==> src/rtl/i2s_transmitter.sv <==
// I2S transmitter: derives BCLK/LRCLK from the system clock with counters,
// latches one mono sample per frame and sends it in both the left and right
// slots, MSB first, one BCLK after each LRCLK edge.
module i2s_transmitter #(
    parameter int SAMPLE_WIDTH     = 16,
    parameter int SLOT_WIDTH       = 32,
    parameter int BCLK_HALF_PERIOD = 8,
    parameter bit UNSIGNED_IN      = 1'b1
) (
    input  logic                    clock_50_000_000,
    input  logic                    reset_l,
    input  logic [SAMPLE_WIDTH-1:0] audio,
    input  logic                    mute,
    output logic                    sample_strobe,
    output logic                    i2s_bclk,
    output logic                    i2s_lrclk,
    output logic                    i2s_data
);

    localparam int FRAME_BITS = 2 * SLOT_WIDTH;
    localparam int CNT_W      = $clog2(FRAME_BITS);
    localparam int DIV_W      = (BCLK_HALF_PERIOD > 1) ? $clog2(BCLK_HALF_PERIOD) : 1;

    localparam logic [DIV_W-1:0]        DIV_LAST = DIV_W'(BCLK_HALF_PERIOD - 1);
    localparam logic [CNT_W-1:0]        BIT_LAST = CNT_W'(FRAME_BITS - 1);
    localparam logic [CNT_W-1:0]        L_LAST   = CNT_W'(SAMPLE_WIDTH);
    localparam logic [CNT_W-1:0]        R_START  = CNT_W'(SLOT_WIDTH);
    localparam logic [CNT_W-1:0]        R_LAST   = CNT_W'(SLOT_WIDTH + SAMPLE_WIDTH);
    localparam logic [SAMPLE_WIDTH-1:0] MSB_MASK = SAMPLE_WIDTH'(1) << (SAMPLE_WIDTH - 1);

    // A sample must leave at least the one-BCLK delay slot free, and the
    // divider needs two clocks per half period to produce a 50% duty BCLK.
    generate
        if (SAMPLE_WIDTH > SLOT_WIDTH - 1 || BCLK_HALF_PERIOD < 2) begin : g_bad_params
            $error("i2s_transmitter: need SAMPLE_WIDTH <= SLOT_WIDTH-1 and BCLK_HALF_PERIOD >= 2");
        end
    endgenerate

    logic [DIV_W-1:0]        div_cnt_q, div_cnt_d;
    logic                    bclk_q, bclk_d;
    logic [CNT_W-1:0]        bit_cnt_q, bit_cnt_d;
    logic                    lrclk_q, lrclk_d;
    logic                    data_q, data_d;
    logic                    strobe_q, strobe_d;
    logic [SAMPLE_WIDTH-1:0] held_q, held_d;
    logic [SAMPLE_WIDTH-1:0] shift_q, shift_d;

    logic                    bclk_fall;
    logic [SAMPLE_WIDTH-1:0] audio_tc;

    // Divider, bit counter, sample latch and serialiser; everything except
    // BCLK itself moves only on the cycle a BCLK fall is registered.
    always_comb begin
        div_cnt_d = div_cnt_q;
        bclk_d    = bclk_q;
        bit_cnt_d = bit_cnt_q;
        lrclk_d   = lrclk_q;
        data_d    = data_q;
        strobe_d  = 1'b0;
        held_d    = held_q;
        shift_d   = shift_q;
        bclk_fall = 1'b0;
        audio_tc  = audio;

        if (UNSIGNED_IN) begin
            audio_tc = audio ^ MSB_MASK;
        end

        if (div_cnt_q == DIV_LAST) begin
            div_cnt_d = '0;
            bclk_d    = ~bclk_q;
            bclk_fall = bclk_q;
        end else begin
            div_cnt_d = div_cnt_q + DIV_W'(1);
        end

        if (bclk_fall) begin
            bit_cnt_d = (bit_cnt_q == BIT_LAST) ? '0 : bit_cnt_q + CNT_W'(1);
            lrclk_d   = (bit_cnt_d >= R_START);
            data_d    = 1'b0;
            if (bit_cnt_d == '0) begin
                // Frame start: padding bit goes out while the new sample is captured.
                held_d   = mute ? '0 : audio_tc;
                shift_d  = held_d;
                strobe_d = 1'b1;
            end else if (bit_cnt_d == R_START) begin
                // Right slot replays the same held sample.
                shift_d = held_q;
            end else if ((bit_cnt_d <= L_LAST) ||
                         ((bit_cnt_d > R_START) && (bit_cnt_d <= R_LAST))) begin
                data_d  = shift_q[SAMPLE_WIDTH-1];
                shift_d = shift_q << 1;
            end
        end
    end

    // State registers with synchronous active-low reset; reset aborts any frame in flight.
    always_ff @(posedge clock_50_000_000) begin
        if (!reset_l) begin
            div_cnt_q <= '0;
            bclk_q    <= 1'b0;
            bit_cnt_q <= BIT_LAST;
            lrclk_q   <= 1'b1;
            data_q    <= 1'b0;
            strobe_q  <= 1'b0;
            held_q    <= '0;
            shift_q   <= '0;
        end else begin
            div_cnt_q <= div_cnt_d;
            bclk_q    <= bclk_d;
            bit_cnt_q <= bit_cnt_d;
            lrclk_q   <= lrclk_d;
            data_q    <= data_d;
            strobe_q  <= strobe_d;
            held_q    <= held_d;
            shift_q   <= shift_d;
        end
    end

    assign sample_strobe = strobe_q;
    assign i2s_bclk      = bclk_q;
    assign i2s_lrclk     = lrclk_q;
    assign i2s_data      = data_q;

endmodule

==> config.mk <==
export PLATFORM = sky130hd
export DESIGN_NAME = i2s_transmitter
export DESIGN_NICKNAME = d
export VERILOG_FILES = /design/src/rtl/i2s_transmitter.sv
export SDC_FILE = /design/constraint.sdc
export NUM_CORES = 1
export LEC_CHECK = 0
export ABC_AREA = 0
export CORE_MARGIN = 1
export CORE_UTILIZATION = 45
export CTS_CLUSTER_SIZE = 16
export DETAILED_ROUTE_END_ITERATION = 16
export PLACE_DENSITY_LB_ADDON = 0.25
export SYNTH_ARGS = -nofsm -noshare
export SYNTH_HDL_FRONTEND = slang
export SYNTH_SLANG_ARGS = --single-unit
==> constraint.sdc <==
create_clock -name clock_50_000_000 -period 2.36 [get_ports clock_50_000_000]
set_input_delay 0.354 -clock clock_50_000_000 [delete_from_list [all_inputs] [get_ports clock_50_000_000]]
set_output_delay 0.354 -clock clock_50_000_000 [all_outputs]
set_load 0.005 [all_outputs]
**Yosys cells after proc, flatten, opt, wreduce, memory -nomap -nowiden**

Index checks and enable logic that the tools add are counted.

- Bits of input ports: 19
- Register bits: 45
- Output and inout bits: 4

- Bitwise operators: 3
- Multiplexer cells: 10
- Order comparisons: 4
- Reductions and logical operators: 8
- Equality and inequality tests: 3
- Add/subtract/negate cells: 2

Operators with widths:

| kind | count |
|---|---|
| $mux W16 | 4 |
| $eq A6 B6 Y1 const B | 2 |
| $add A6 B1 Y6 const B | 1 |
| $ge A6 B6 Y1 const B | 1 |
| $gt A6 B6 Y1 const B | 1 |
| $le A6 B5 Y1 const B | 1 |
| $le A6 B6 Y1 const B | 1 |
| $logic_not A6 Y1 | 1 |
| $mux W6 | 1 |
| $reduce_and A2 Y1 | 3 |
| $mux W1 | 5 |
| $add A3 B1 Y3 const B | 1 |
| $eq A3 B3 Y1 const B | 1 |
| $not A1 Y1 | 3 |
| $reduce_bool A3 Y1 | 1 |
| $reduce_or A2 Y1 | 1 |
| $logic_and A1 B1 Y1 | 1 |
| $logic_or A1 B1 Y1 | 1 |

**Depth between registers and ports, before layout**

Gate-level depths: netlist of run 1.

- Depth after elaboration: 8
- Depth in mapped cells: 9
- Gate-level depth less buffers: 6

**Least setup slack after synthesis of run 1**

OpenSTA, ideal clock, no wires.

- Path type: reg-to-reg
- Start: reg bit_cnt_q[0]
- End: reg shift_q[11]
- Clock period less this slack: 2.009 ns
- Buffers on the path: 2
- Cell stages (with the launch flop): 9
- Arrival: 1.882 ns
- Slack: 0.351 ns
- Library setup time: 0.127 ns
- Cell sequence: dfxtp_1 -> ha_1 -> buf_6 -> or3b_1 -> a21oi_1 -> a311oi_1 -> o21ai_1 -> buf_2 -> o32ai_1

- Longest elaborated chain between the ends: 7
- Elaborated cells on any way between the ends: 14
- Classes of those cells: 1 x add/sub; 3 x order compare; 2 x eq/ne; 3 x mux; 5 x reduce/logical

RTL lines:

| what | line | source |
|---|---|---|
| start, declared | 41 | `logic [CNT_W-1:0] bit_cnt_q, bit_cnt_d;` |
| start signal, assigned | 111 | `bit_cnt_q <= bit_cnt_d;` |
| $add A6 B1 Y6 / $eq A6 B6 Y1 (equally long branches) | 78 | `bit_cnt_d = (bit_cnt_q == BIT_LAST) ? '0 : bit_cnt_q + CNT_W'(1);` |
| $mux W6 (*) | 78 |  |
| $gt A6 B6 Y1 / $le A6 B6 Y1 (equally long branches) | 90 | `((bit_cnt_d > R_START) && (bit_cnt_d <= R_LAST))) begin` |
| $logic_and A1 B1 Y1 | 90 |  |
| $logic_or A1 B1 Y1 | 89 | `end else if ((bit_cnt_d <= L_LAST) \|\|` |
| $reduce_bool A3 Y1 (no source line) | -- |  |
| $reduce_and A2 Y1 (no source line) | -- |  |
| end signal, assigned | 116 | `shift_q <= shift_d;` |
| end, declared | 46 | `logic [SAMPLE_WIDTH-1:0] shift_q, shift_d;` |

Every way passes the cells marked *; elsewhere a longest branch is shown, timed or not.
A chain may end at the register's enable or synchronous reset.

**Final worst setup path of run 1**

- Start: reg bit_cnt_q[0]
- End: reg held_q[14]

- Longest elaborated chain between the ends: 4
- Elaborated cells on any way between the ends: 5
- Classes of those cells: 1 x add/sub; 1 x eq/ne; 1 x mux; 2 x reduce/logical

RTL lines:

| what | line | source |
|---|---|---|
| $add A6 B1 Y6 / $eq A6 B6 Y1 (equally long branches) | 78 |  |
| $mux W6 (*) | 78 |  |
| $logic_not A6 Y1 (*) | 81 | `if (bit_cnt_d == '0) begin` |
| $reduce_and A2 Y1 (no source line) (*) | -- |  |
| end signal, assigned | 115 | `held_q <= held_d;` |
| end, declared | 45 | `logic [SAMPLE_WIDTH-1:0] held_q, held_d;` |

Marks and branches as above.

==> impl_metrics.toml, run 1 <==
[run_status]
status = "completed"

[timing]
setup_viol = 0
period_share_pct = 91.3
fin_ws_ns = 0.205
worstMarginPinSlew_ns = 0.422
max_freq_mhz = 464
finalSetupTns_ns = 0
drv_slew = 0
skew_ns = 0.00866
rsz0062_at_grt = "false"
min_period_ns = 2.16
hold_violations = 0
slew_headroom_pct = 71.8

[global_route]
overflow = 0
grt_pass1_wl_mm = 8.60
grt_antenna_before_repair = 0
grt_use_total_pct = 19.9
grt_pass1_vias = 1833
grt_max_degree = 29

[cells_and_area]
seq_area_um2 = 901
multi_input_area_um2 = 1280
drive_gt1_share_pct = 14.1
area_growth_syn_to_layout_pct = 14.4
nNetsFinal = 313
num_antenna_cells = 0
final_cells = 361
final.fill_count = 521

[worst_setup_path]
crit_top_cell = "buf_4"
worstPathRequired_ns = 2.58
max_stage_delay_ns = 0.43
crit_path_end_kind = "register"
worstSetupPathType = "register to register"
critPathBufInv = 2
crit_family = "flip-flops"
crit-reg2reg-launch = "bit_cnt_q[0]$_SDFFE_PN1P_"
path_cells = "ha_1 -> a21oi_1 -> o21a_2 -> or2_1 -> buf_4 -> nor3_4 -> buf_4 -> mux2i_1"
rrSetupSlack_ns = 0.20
cp_max_fo = 10
slowest_stage = "dfxtp_1"
worstRegToRegCells = 8
cp-start-kind = "register"
r2r-end = "held_q[14]$_SDFFE_PN0P_"
cp.arrival_ns = 2.38

[clock_network]
cts_tree = "built"
cts.sinks = 45
cts-root-buf = "clkbuf_8"
clk_latency_ns = 0.29
post_cts_buffers = 0
cts_buffers = 5
cts_buffer_depth = 2
cts_max_level = 2
clkTransAtPathRegs_ns = 0.08
cts_resized = 0
ctsHoldBuffers = 0

[die]
die-area_um2 = 5660
fp-row-count = 26
die-height_um = 75.3
die_x_um = 75.3
core_um2 = 5140
start_util_pct = 47.0
ioPinCount = 23

[worst_hold_path]
holdPathEnd = "div_cnt_q[0]$_SDFF_PP0_"
min-delay-start = "div_cnt_q[0]$_SDFF_PP0_"
hold_class = "register to register"
hold_path_depth = 1

[power]
power_frac_comb_pct = 7.4
ir_worst_vdd_mv = 0.375
p_sw_share_pct = 22.8
powerDensity_nw_per_um2 = 483
p_int_mw = 1.03
clkPwrFrac_pct = 35.3
p_seq_share_pct = 57.4
p_sw_mw = 0.304
p_leak_nw = 0.998

[logic_synthesis]
synth_edf_count = 0
synth_flop_cell = "dfxtp_1"
synth_area_leader_cell = "dfxtp_1"
synth_area_um2 = 2410
synthTopCellsByArea = "dfxtp_1, o32ai_1, a211oi_1"
seq_area_frac_synth_pct = 37.3
syn_nets = 293
synth-seq-cells = 45
ys_top_cells_by_count = "dfxtp_1, nand2_1, nor2_1"
ys_types = 47
yosys.area.top_type_share_pct = 37.3
syn_avg_cell_area_um2 = 8.94
syn_inst = 270
synthArstFlopShare_pct = 0
yosysMostFrequentCell = "dfxtp_1"
ys_warn_count = 0

[detailed_routing]
viasPerCell = 5.47
initialDrtViolationCount = 164
dr.pass1.iters = 4
vias = 1973
ant_nets = 0
drc = 0
wl_per_cell_um = 14.0
routed_wl_mm = 5.05

[flow_run]
cap_violations = 0

[place]
dp_cells = 353
gp_congestion = 0.797
dp_hpwl_mm = 3.47
io_buffers = 22
place_ws_ns = 0.220
## per-stage QoR
stage	cell area [um^2]	hold slack, ns	power (mW)	utilization [%]
after global routing	2760	0.470	1.39	53.7
after CTS	2760	0.438	1.35	53.7
after floorplan	2410	0.403	0.835	-
after detailed placement	2680	0.426	0.881	52.1
after global placement	2680	0.420	0.880	52.1
final	2760	0.440	1.33	53.7
## worst reg2reg max path: cells and delay by family, from the launching register on
kind | cells | cell delay [ns]
muxes | 1 | 0.19
DFF | 1 | 0.43
and+or+nand+nor | 2 | 0.37
buffers and inverters | 2 | 0.40
adders and majority gates | 1 | 0.31
AOI/OAI and AO/OA | 2 | 0.38
## state kept, by name (all words and copies together) (netlist names)
signal         count
held_q            16
shift_q           16
bit_cnt_q          6
div_cnt_q          3
i2s_bclk           1
i2s_data           1
i2s_lrclk          1
sample_strobe      1
## layer usage
layer	vias up	track usage, %	part of all wire [%]
met3	4	3.61	4.3
met5	-	0	0
met1	901	28.4	50
li1	1026	-	-
met4	0	6.17	0.95
met2	42	30.7	44
## layout by cell type, fill, tap and decap left out, types with 2 or more instances in the layout
cell and instances:
clkbuf_1 2, o21ai_2 10, inv_1 16, and3b_1 2, nand2_1 23, a21oi_1 6, ha_1 4, o32ai_1 15
and2_1 4, a211oi_1 15, o21ai_0 6, xor2_1 2, nor3b_1 11, nor3_1 2, nand3b_1 4, nand4_1 13
clkdlybuf4s50_1 22, dfxtp_1 45, xnor2_1 2, buf_4 17, clkbuf_8 5, a311oi_1 2, nor4b_1 5, nor2b_1 11
and3_1 3, mux2i_1 5, nor2_1 18
## cell type report
type	instances	share of cell area, %
clock inverter	1	0.272
multi-input combinational	183	46.4
inverter	16	2.17
timing repair buffer	39	12.6
clock buffer	7	2.76
sequential	45	32.6
tap	70	3.17
## logic make-up (layout without fill, tap and decap cells)
logic type | count (synthesis) | in the layout | share of synthesized area, %
fa+ha+maj | 4 | 4 | 2.07
mux | 5 | 5 | 2.07
simple gates | 106 | 106 | 26.6
buf+inv | 42 | 63 | 9.59
xor+xnor | 4 | 4 | 1.45
flops | 45 | 45 | 37.3
compound gates | 64 | 64 | 20.9
## power by group through the flow
stage	registers [mW]	logic (mW)	clock network (mW)
2_1_floorplan	0.782	0.0530	0
3_3_place_gp	0.783	0.0976	0
3_5_place_dp	0.783	0.0978	0
4_1_cts	0.765	0.0984	0.484
5_1_grt	0.765	0.108	0.518
6_report	0.765	0.0983	0.470
## how the worst max path moves through the flow
stage                                         start                  endpoint  cells past startpoint
after detailed placement  bit_cnt_q[0]$_SDFFE_PN1P_   held_q[14]$_SDFFE_PN0P_                      8
after CTS                 bit_cnt_q[0]$_SDFFE_PN1P_   held_q[14]$_SDFFE_PN0P_                      8
after global placement    bit_cnt_q[0]$_SDFFE_PN1P_   held_q[11]$_SDFFE_PN0P_                      8
after floorplan           bit_cnt_q[0]$_SDFFE_PN1P_  shift_q[11]$_SDFFE_PN0P_                      8
after global routing      bit_cnt_q[0]$_SDFFE_PN1P_   held_q[13]$_SDFFE_PN0P_                      8
final                     bit_cnt_q[0]$_SDFFE_PN1P_   held_q[14]$_SDFFE_PN0P_                      8
Power figures use the tool's default switching activity.
==> run 2, diff against run 1 <==
==> constraint.sdc (replaced) <==
create_clock -name clock_50_000_000 -period 2.5 [get_ports clock_50_000_000]
set_input_delay 0.375 -clock clock_50_000_000 [delete_from_list [all_inputs] [get_ports clock_50_000_000]]
set_output_delay 0.375 -clock clock_50_000_000 [all_outputs]
set_load 0.005 [all_outputs]
==> impl_metrics.toml, run 2 (synthesized netlist as in run 1, its figures left out) <==
[worst_setup_path]
crit-reg2reg-launch = "bit_cnt_q[0]$_SDFFE_PN1P_"
worstRegToRegCells = 7
cp.arrival_ns = 2.48
startpoint = "bit_cnt_q[0]$_SDFFE_PN1P_"
cp-start-kind = "register"
crit_path_end_kind = "register"
rrSetupSlack_ns = 0.25
r2r-end = "held_q[11]$_SDFFE_PN0P_"
worstSetupPathType = "register to register"
cp_max_fo = 17
crit_path_end = "held_q[11]$_SDFFE_PN0P_"
worstPathRequired_ns = 2.73

[timing]
max_freq_mhz = 444
period_share_pct = 90.2
worstMarginPinSlew_ns = 0.686
drv_slew = 0
rsz0062_at_grt = "false"
worst_hold_slack_ns = 0.434
skew_ns = 0.00777
slew_headroom_pct = 54.3
setup_viol = 0
min_period_ns = 2.25
hold_violations = 0
finalSetupTns_ns = 0

[die]
start_util_pct = 47.0
ioPinCount = 23
die-area_um2 = 5660
fp-row-count = 26
die_x_um = 75.3
die-height_um = 75.3
core_um2 = 5140

[cells_and_area]
final_cells = 357
layout_common_cells = "dfxtp_1, nand2_1, clkdlybuf4s50_1"
nNetsFinal = 309
area_growth_syn_to_layout_pct = 14.8
reg_top3 = "held_q x16, shift_q x16, bit_cnt_q x6"
fin_util_pct = 53.9
num_antenna_cells = 0
drive_gt1_share_pct = 13.9
final.fill_count = 513
mostFrequentLayoutCell = "dfxtp_1"

[place]
dp_hpwl_mm = 3.39
dp_cells = 349
gp_congestion = 0.812
io_buffers = 22

[detailed_routing]
ant_nets = 0
viasPerCell = 5.64
top_layer = "met4"
dr.pass1.iters = 4
initialDrtViolationCount = 106
routed_wl_mm = 5.25
wl_met3_um = 260
drc = 0
met2_wirelength_mm = 2.35
vias = 2014
met1_length_mm = 2.57
wl_per_cell_um = 14.7

[clock_network]
cts_max_level = 2
cts.sinks = 45
cts-root-buf = "clkbuf_8"
cts_buffer_depth = 2
clk_latency_ns = 0.29
cts_buffers = 5
post_cts_buffers = 0
clkTransAtPathRegs_ns = 0.09
cts_tree = "built"

[power]
p_sw_mw = 0.290
p_leak_nw = 0.996
p_int_mw = 1.10
p_sw_share_pct = 20.9
power_frac_comb_pct = 6.7
powerDensity_nw_per_um2 = 501
clkPwrFrac_pct = 41.3
p_seq_share_pct = 52.0
ir_worst_vdd_mv = 0.275

[global_route]
grt_use_total_pct = 20.3
overflow = 0
grt_pass1_vias = 1800
grt_pass1_wl_mm = 8.70
grt_max_degree = 29
grt_antenna_before_repair = 0

[run_status]
status = "completed"

[flow_run]
cap_violations = 0

[worst_hold_path]
hold_class = "register to register"
[run 2: cell count changes in the layout (fill, tap and decap cells not counted), sizes merged]
cell and delta:
buf -4, bufinv +1, clkbuf -1
[run 2: per-layer routing]
layer	global-route usage (%)	vias to the layer above
met1	28.4	954
met5	0	-
met2	31.5	45
li1	-	1009
met3	3.35	6
met4	7.82	0
[run 2: stage by stage]
step | total power [mW] | instance area (um^2) | setup WS [ns]
finish | 1.39 | 2770 | 0.245
CTS | 1.41 | 2770 | 0.142
global placement | 0.831 | 2650 | 0.235
floorplan | 0.789 | 2410 | 0.491
detailed placement | 0.832 | 2650 | 0.161
global route | 1.45 | 2770 | 0.0912
[run 2: power by group through the flow]
stage / combinational [mW] / clock [mW] / sequential, mW
final: 0.0934 / 0.573 / 0.722
after global routing: 0.103 / 0.623 / 0.723
after CTS: 0.0937 / 0.592 / 0.722
after detailed placement: 0.0930 / 0 / 0.739
after global placement: 0.0919 / 0 / 0.739
after floorplan: 0.0500 / 0 / 0.739
[run 2: area by class of cell]
type	instances	area (um^2)	share of cell area, %
sequential	45	901	32.5
clock buffer	6	82.6	2.98
tap	70	87.6	3.16
clock inverter	2	37.5	1.35
multi-input combinational	183	1280	46.4
timing repair buffer	35	318	11.5
inverter	16	60.1	2.17
[run 2: repair_timing]
| item | CTS | global route |
|---|---|---|
| resized for setup | 0 | 1 |
| hold buffers | 0 | 0 |
| setup endpoints to repair | 0 | 3 |
[run 2: worst max-delay path, stage by stage, from the launching register on]
cell and delay (ns):
dfxtp_1 0.44, ha_2 0.33, a21oi_1 0.09, o21a_2 0.21
or2_1 0.48, nor3_4 0.23, buf_4 0.21, mux2i_1 0.19
[run 2: worst min-delay path by stage]
stage	end	startpoint	cells past startpoint	slack, ns
CTS	div_cnt_q[0]$_SDFF_PP0_	div_cnt_q[0]$_SDFF_PP0_	1	0.44
global route	shift_q[12]$_SDFFE_PN0P_	shift_q[12]$_SDFFE_PN0P_	2	0.47
global placement	div_cnt_q[0]$_SDFF_PP0_	div_cnt_q[0]$_SDFF_PP0_	1	0.42
finish	div_cnt_q[0]$_SDFF_PP0_	div_cnt_q[0]$_SDFF_PP0_	1	0.43
detailed placement	div_cnt_q[0]$_SDFF_PP0_	div_cnt_q[0]$_SDFF_PP0_	1	0.42
floorplan	div_cnt_q[0]$_SDFF_PP0_	div_cnt_q[0]$_SDFF_PP0_	1	0.40
==> run 3, diff against run 2 <==
--- a/config.mk
+++ b/config.mk
@@ -10,6 +10,7 @@
 export CORE_UTILIZATION = 45
 export CTS_CLUSTER_SIZE = 16
 export DETAILED_ROUTE_END_ITERATION = 16
+export HOLD_SLACK_MARGIN = 0.03
 export PLACE_DENSITY_LB_ADDON = 0.25
 export SYNTH_ARGS = -nofsm -noshare
 export SYNTH_HDL_FRONTEND = slang
==> results of run 3 <==
Same layout as run 2: the final DEF is identical, and so are final timing and power.
